### config.mk
export PLATFORM = sky130hd
export DESIGN_NAME = bcd_digit_timer
export DESIGN_NICKNAME = d
export VERILOG_FILES = /design/src/rtl/bcd_digit_timer.sv
export SDC_FILE = /design/constraint.sdc
export NUM_CORES = 1
export LEC_CHECK = 0
export BUFFER_PORTS_ARGS = -buffer_cell sky130_fd_sc_hd__buf_2
export CAP_MARGIN = 5
export CORE_MARGIN = 3
export CORE_UTILIZATION = 54
export CTS_CLUSTER_DIAMETER = 100
export DETAILED_ROUTE_END_ITERATION = 8
export GPL_ROUTABILITY_DRIVEN = 0
export PLACE_DENSITY = 0.81
export SLEW_MARGIN = 20
export SYNTH_ARGS = -nofsm -noshare
export SYNTH_HDL_FRONTEND = slang
export SYNTH_SLANG_ARGS = --single-unit
### constraint.sdc
create_clock -name clk_50MHz -period 2.7 [get_ports clk_50MHz]
set_input_delay 0.54 -clock clk_50MHz [delete_from_list [all_inputs] [get_ports clk_50MHz]]
set_output_delay 0.54 -clock clk_50MHz [all_outputs]
set_load 0.05 [all_outputs]
### src/rtl/bcd_digit_timer.sv
// Cascaded BCD up/down timer with prescaled tick, start/stop/clear/load control and per-digit 7-segment drive.
// Optional LEADING_ZERO_BLANK_EN blanks leading-zero digits above digit 0.
module bcd_digit_timer #(
  parameter int CLK_DIV = 25,
  parameter int DIGITS  = 2
) (
  input  logic                clk_50MHz,
  input  logic                reset,
  input  logic                start,
  input  logic                stop,
  input  logic                clear,
  input  logic                load,
  input  logic [4*DIGITS-1:0] load_bcd,
  input  logic                count_down,
  output logic [4*DIGITS-1:0] bcd_out,
  output logic [8*DIGITS-1:0] seg,
  output logic                running,
  output logic                done,
  output logic                wrap
);

  localparam int PW = $clog2(CLK_DIV);
  localparam logic [PW-1:0] PRE_LAST = PW'(CLK_DIV - 1);

  typedef enum logic [1:0] {ST_IDLE, ST_RUN, ST_PAUSE, ST_DONE} state_t;

  state_t                state;
  logic [PW-1:0]         pre;
  logic [4*DIGITS-1:0]   inc_val;
  logic [4*DIGITS-1:0]   dec_val;
  logic [4*DIGITS-1:0]   sat_val;
  logic                  all_nines;
  logic                  cnt_zero;
  logic                  dec_zero;
  logic                  tick;

  function automatic logic [7:0] seg7(input logic [3:0] d);
    case (d)
      4'd0:    seg7 = 8'hC0;
      4'd1:    seg7 = 8'hF9;
      4'd2:    seg7 = 8'hA4;
      4'd3:    seg7 = 8'hB0;
      4'd4:    seg7 = 8'h99;
      4'd5:    seg7 = 8'h92;
      4'd6:    seg7 = 8'h82;
      4'd7:    seg7 = 8'hF8;
      4'd8:    seg7 = 8'h80;
      4'd9:    seg7 = 8'h90;
      default: seg7 = 8'hFF;
    endcase
  endfunction

  // Ripple chains: a digit moves only when every lower digit carries/borrows.
  always_comb begin
    inc_val   = bcd_out;
    dec_val   = bcd_out;
    sat_val   = load_bcd;
    all_nines = 1'b1;
    cnt_zero  = 1'b1;
    for (int i = 0; i < DIGITS; i++) begin
      if (all_nines)
        inc_val[4*i +: 4] = (bcd_out[4*i +: 4] == 4'd9) ? 4'd0 : bcd_out[4*i +: 4] + 4'd1;
      if (cnt_zero)
        dec_val[4*i +: 4] = (bcd_out[4*i +: 4] == 4'd0) ? 4'd9 : bcd_out[4*i +: 4] - 4'd1;
      all_nines = all_nines & (bcd_out[4*i +: 4] == 4'd9);
      cnt_zero  = cnt_zero & (bcd_out[4*i +: 4] == 4'd0);
      if (load_bcd[4*i +: 4] > 4'd9)
        sat_val[4*i +: 4] = 4'd9;
    end
    dec_zero = (dec_val == '0);
    tick     = (pre == PRE_LAST);
  end

  always_ff @(posedge clk_50MHz or posedge reset) begin
    if (reset) begin
      state   <= ST_IDLE;
      bcd_out <= '0;
      pre     <= '0;
      running <= 1'b0;
      done    <= 1'b0;
      wrap    <= 1'b0;
    end else begin
      done <= 1'b0;
      wrap <= 1'b0;
      if (clear) begin
        bcd_out <= '0;
        pre     <= '0;
        state   <= ST_IDLE;
        running <= 1'b0;
      end else if (load && state != ST_RUN) begin
        bcd_out <= sat_val;
        pre     <= '0;
        state   <= ST_IDLE;
        running <= 1'b0;
      end else begin
        case (state)
          ST_IDLE, ST_PAUSE: begin
            if (start && !stop && !(count_down && cnt_zero)) begin
              state   <= ST_RUN;
              running <= 1'b1;
            end
          end
          ST_RUN: begin
            pre <= tick ? '0 : pre + PW'(1);
            if (stop) begin
              state   <= ST_PAUSE;
              running <= 1'b0;
            end
            // Expiry overrides a simultaneous stop.
            if (tick) begin
              if (count_down) begin
                bcd_out <= dec_val;
                if (dec_zero) begin
                  done    <= 1'b1;
                  state   <= ST_DONE;
                  running <= 1'b0;
                end
              end else begin
                bcd_out <= inc_val;
                wrap    <= all_nines;
              end
            end
          end
          default: ;
        endcase
      end
    end
  end

  always_comb begin
`ifdef LEADING_ZERO_BLANK_EN
    logic higher_nz;
    higher_nz = 1'b0;
`endif
    seg = '1;
    for (int i = DIGITS - 1; i >= 0; i--) begin
      seg[8*i +: 8] = seg7(bcd_out[4*i +: 4]);
`ifdef LEADING_ZERO_BLANK_EN
      if (i != 0 && !higher_nz && bcd_out[4*i +: 4] == 4'd0)
        seg[8*i +: 8] = 8'hFF;
      higher_nz = higher_nz | (bcd_out[4*i +: 4] != 4'd0);
`endif
    end
  end

endmodule

## After elaboration in Yosys (flattened, before gate mapping)

Memories as Yosys holds them, arrays and structs flattened.
Cells that the tools add are included.
W data, S select, Z words.

- Output and inout port bits: 27
- Register bits after elaboration: 18
- Logic and storage cells: 87
- Bits in writable memories: 0
- ROM bits: 224
- Bits of input ports: 15
- Bits in latches: 0
- Memories kept: 2

Memories:

| memory | words | bits a word | read ports | clocked after memory_dff | wr ports | line | RTL |
|---|---|---|---|---|---|---|---|
| (name not given) | 16 | 7 | 1 | 0 | 0 | 38 | `case (d)` |
| (name not given) | 16 | 7 | 1 | 0 | 0 | 38 |  |

- Multiply operators: 0
- $lt $le $gt $ge: 2
- Shift-type cells: 0
- Equality and inequality tests: 7
- Bitwise gates (word level): 2
- $add $sub $neg: 5
- Muxes and demuxes: 44
- Reductions and logical operators: 18
- Divide/modulo/power cells: 0

Operators by type and width:

| operator | number |
|---|---|
| $mux W8 | 5 |
| $mux W4 | 8 |
| $mux W5 | 4 |
| $mux W1 | 18 |
| $mux W2 | 7 |
| $add A4 B1 Y4 const B | 2 |
| $eq A4 B4 Y1 const B | 2 |
| $gt A4 B4 Y1 const B | 2 |
| $logic_not A4 Y1 | 2 |
| $logic_not A8 Y1 | 1 |
| $reduce_bool A4 Y1 | 2 |
| $sub A4 B1 Y4 const B | 2 |
| $reduce_bool A3 Y1 | 2 |
| $add A5 B1 Y5 const B | 1 |
| $eq A5 B5 Y1 const B | 1 |
| $logic_and A1 B1 Y1 | 4 |
| $ne A4 B4 Y1 const B | 1 |
| $pmux W2 S2 | 1 |
| $reduce_and A2 Y1 | 2 |
| $reduce_and A3 Y1 | 1 |
| $and A1 B1 Y1 | 2 |
| $eq A2 B1 Y1 const B | 1 |
| $eq A2 B2 Y1 const B | 1 |
| $logic_not A1 Y1 | 2 |
| other kinds (4) | 4 |

## Logic depth before layout (Yosys ltp)

- Depth in word-level cells: 10
- Depth in mapped cells: 9
- Gate-level depth less buffers: 8

## Worst setup path before layout

Ideal clock, no wire load.

- Path type: flip-flop to output port
- From: reg bcd_out[5]
- To: out seg[12]
- Cell stages (with the launch flop): 6
- Arrival time: 2.532 ns
- Path slack: -0.372 ns
- Required time: 2.160 ns
- Path buffers: 1
- Path through: dfrtp_1 clkbuf_1 inv_1 ha_1 ha_1 o21ai_0

- Cells in the longest elaborated chain, start to end: 1

RTL lines:

| item | line | RTL |
|---|---|---|
| from (decl) | 15 | `output logic [4*DIGITS-1:0] bcd_out,` |
| from (signal assigned) | 91 | `bcd_out <= sat_val;` |
| from (signal assigned) | 112 | `bcd_out <= dec_val;` |
| from (signal assigned) | 119 | `bcd_out <= inc_val;` |
| $mem_v2 Z16 W7 | n/a |  |
| to (decl) | 16 | `output logic [8*DIGITS-1:0] seg,` |

No other way between the ends.

## Worst setup path after layout

- From: reg bcd_out[1]
- To: out seg[3]

Same word-level chain as after synthesis.

==> results.py <==
metrics = {
    "final_layout": {
        "final_common_cell": "buf_2",
        "area_delta_synth_final_pct": 15.74,
        "finalNetCount": 295,
        "final_cell_area_um2": 1987,
        "drive_above_1_share": 0.2113,
        "fillers": 274,
        "layout_common_cells": "39 x buf_2, 28 x nor2_1, 24 x a21oi_1",
        "insertedDiodeCount": 0,
    },
    "sta": {
        "tns_ns": 0,
        "period_share": 0.9237,
        "worst_slew_pin_slew_ns": 0.6891,
        "fmax_mhz": 401.0,
        "hold_viol": 0,
        "slew_headroom": 0.5401,
        "drv_slew": 0,
        "fin_skew_ns": 0.001222,
        "whs_ns": 0.3401,
        "fin_crit_ns": 2.494,
        "rsz0062_at_grt": "false",
        "setup_viol": 0,
    },
    "routing": {
        "drcViolationCount": 0,
        "viasPerCell": 6.042,
        "first_iter_violations": 155,
        "vias": 1855,
        "avgRoutedWirePerCell_um": 14.68,
        "antenna_left": 0,
        "drt_pre_antenna_iters": 4,
        "wl_mm": 4.508,
    },
    "yosys": {
        "async_flop_share": 1.000,
        "synthFlopType": "dfrtp_1",
        "synth-edff-count": 0,
        "synth.ff_latch_count": 18,
        "syn_inst": 230,
        "ys_seq_area_frac": 0.2624,
        "synth.area.top_cells": "dfrtp_1 26%, ha_1 9.5%, a21oi_1 7.0%, nor2_1 6.1%, nand2_1 4.4%",
        "synth-warning-count": 0,
        "syn_area_per_cell_um2": 7.464,
        "ys_types": 52,
        "syn-cell-area_um2": 1717,
        "synth_top_area_share": 0.2624,
        "synth_area_leader_cell": "dfrtp_1",
    },
    "cts": {
        "cts_buffer_depth": 2,
        "cts-root-buf": "clkbuf_4",
        "cts_htree_levels": 1,
        "numClockSinks": 18,
        "clkTransAtPathRegs_ns": 0.09,
        "cts_tree": "done",
        "postCtsSetupRepairBufs": 0,
        "numCtsBuffers": 3,
        "clk_latency_ns": 0.29,
    },
    "pwr": {
        "cellPowerDensity_nw_per_um2": 464.0,
        "p_leak_uw": 0.0009233,
        "ir_worst_vdd_mv": 0.3658,
    },
    "setup_path": {
        "critPathBufInv": 3,
        "path_cells": "inv_1 > ha_2 > inv_1 > nand2_1 > a21oi_1 > a31oi_2 > buf_2",
        "startpoint": "bcd_out[1]",
        "startpoint_type": "flop",
        "cp_top_family": "buffers and inverters",
        "criticalPathCategory": "flop to primary output",
        "crit_fanout": 9,
        "timing.rr.start": "bcd_out[1]",
        "arrival_ns": 1.95,
        "cp_slowest_cell": "dfrtp_1",
        "cpPeakStageDelay_ns": 0.50,
        "critPathMostFrequentCell": "inv_1",
        "cp_data_required_time_ns": 2.16,
        "endpoint_kind": "primary output",
    },
    "min_path": {
        "min-delay-path-class": "input pin to asynchronous set/reset pin",
    },
    "floorplanning": {
        "rows": 19,
        "start_util": 0.5919,
        "dieArea_um2": 3891,
        "dieHeight_um": 62.38,
        "die_w_um": 62.38,
        "io_pins": 42,
        "core_region_area_um2": 2900,
    },
    "job": {
        "drv_cap": 0,
    },
    "placement": {
        "hpwl_mm": 3.379,
        "portBuffers": 39,
        "placed_cell_area_um2": 1962,
    },
    "global_route": {
        "grtUsageTotal": 0.2405,
        "grt_overflow": 0,
        "grt_pass1_wl_mm": 7.824,
        "grt_max_degree": 20,
        "grt_antenna_before_repair": 0,
        "grt_pass1_vias": 1660,
    },
    "outcome": {
        "outcome": "finished, final reports clean",
    },
}
==> worst paths after layout <==
| path | end | slack [ns] | cells past startpoint |
|---|---|---|---|
| hold / removal | bcd_out[2] | 0.34 | 2 |
| hold reg to reg | pre[4] | 0.57 | 2 |
| setup / recovery | seg[3] | 0.21 | 7 |
| setup reg to reg | state[1] | 0.23 | 8 |
| min in group clk_50MHz | bcd_out[3] | 0.52 | 3 |
| max in group asynchronous | pre[4] | 1.93 | 2 |
==> routing by layer <==
layer / global-route usage / vias up / wire [um]
li1: - / 895 / -
met1: 0.3453 / 879 / 2028
met2: 0.3844 / 77 / 2127
met3: 0.05396 / 4 / 330
met4: 0.02204 / 0 / 23
met5: 0 / - / 0
==> where the power goes <==
| group | leakage [uW] | internal, uW | switching (uW) |
|---|---|---|---|
| clock network | 0.0000138 | 52.0 | 79.0 |
| logic | 0.000665 | 140 | 341 |
| registers | 0.000244 | 282 | 27.4 |
| total | 0.000923 | 474 | 448 |
==> Yosys cell counts, types with 3 or more instances <==
master,instances
o21ai_0,14
ha_1,13
nand2_1,20
clkbuf_1,10
nor4_1,3
nand2b_1,4
a21oi_1,24
nor2_1,28
o211ai_1,4
a31oi_1,6
a211oi_1,6
inv_1,15
nand4_1,4
xor2_1,5
nor3_1,7
dfrtp_1,18
xnor2_1,4
nand3_1,6
==> worst reg2reg max path, cell delays in order, from the launching register on <==
cell and delay (ns):
dfrtp_1 0.52, inv_1 0.17, ha_1 0.31, ha_1 0.33, nor4b_1 0.24, mux2i_1 0.13
nor4_2 0.35, and4_1 0.26, a311o_1 0.11
==> cell type report <==
type | count | area, um^2 | area share
clock buffers | 3 | 22.52 | 0.01133
multi-input cells | 183 | 1165 | 0.5863
flip-flops and latches | 18 | 450.4 | 0.2267
repair buffers | 44 | 232.7 | 0.1171
well taps | 42 | 52.55 | 0.02645
inverters | 17 | 63.81 | 0.03212
==> state kept, by name (all words and copies together), names as in the netlist <==
signal,flops
wrap,1
pre,5
done,1
state,2
bcd_out,8
running,1
==> metrics by stage <==
stage                     worst slack (ns)  power (uW)  utilization  instances
after floorplan                   0.001376       686.7            -        231
after global placement              0.3654       789.2       0.6764        304
after detailed placement            0.2945       792.1       0.6764        304
after CTS                           0.1460       921.2       0.6842        307
after global routing               0.05177       985.7       0.6851        307
final                               0.2059       922.0       0.6851        307
==> cells by family (layout without fill, tap and decap cells) <==
logic type	count (synthesis)	in the layout	synth area share
AOI/OAI and AO/OA	69	69	0.2500
xor gates and xnor gates	9	9	0.04592
adders and majority gates	13	13	0.09475
buffers and inverters	30	64	0.06997
DFF	18	18	0.2624
muxes	1	1	0.005831
other	1	2	0.002184
and+or+nand+nor	89	89	0.2690
==> what timing repair did <==
action / CTS / global route
gates resized for setup: 0 / 1
hold buffers: 0 / 0
setup endpoints to repair: 0 / 2
Note: power is estimated with default switching activity, not from simulation.
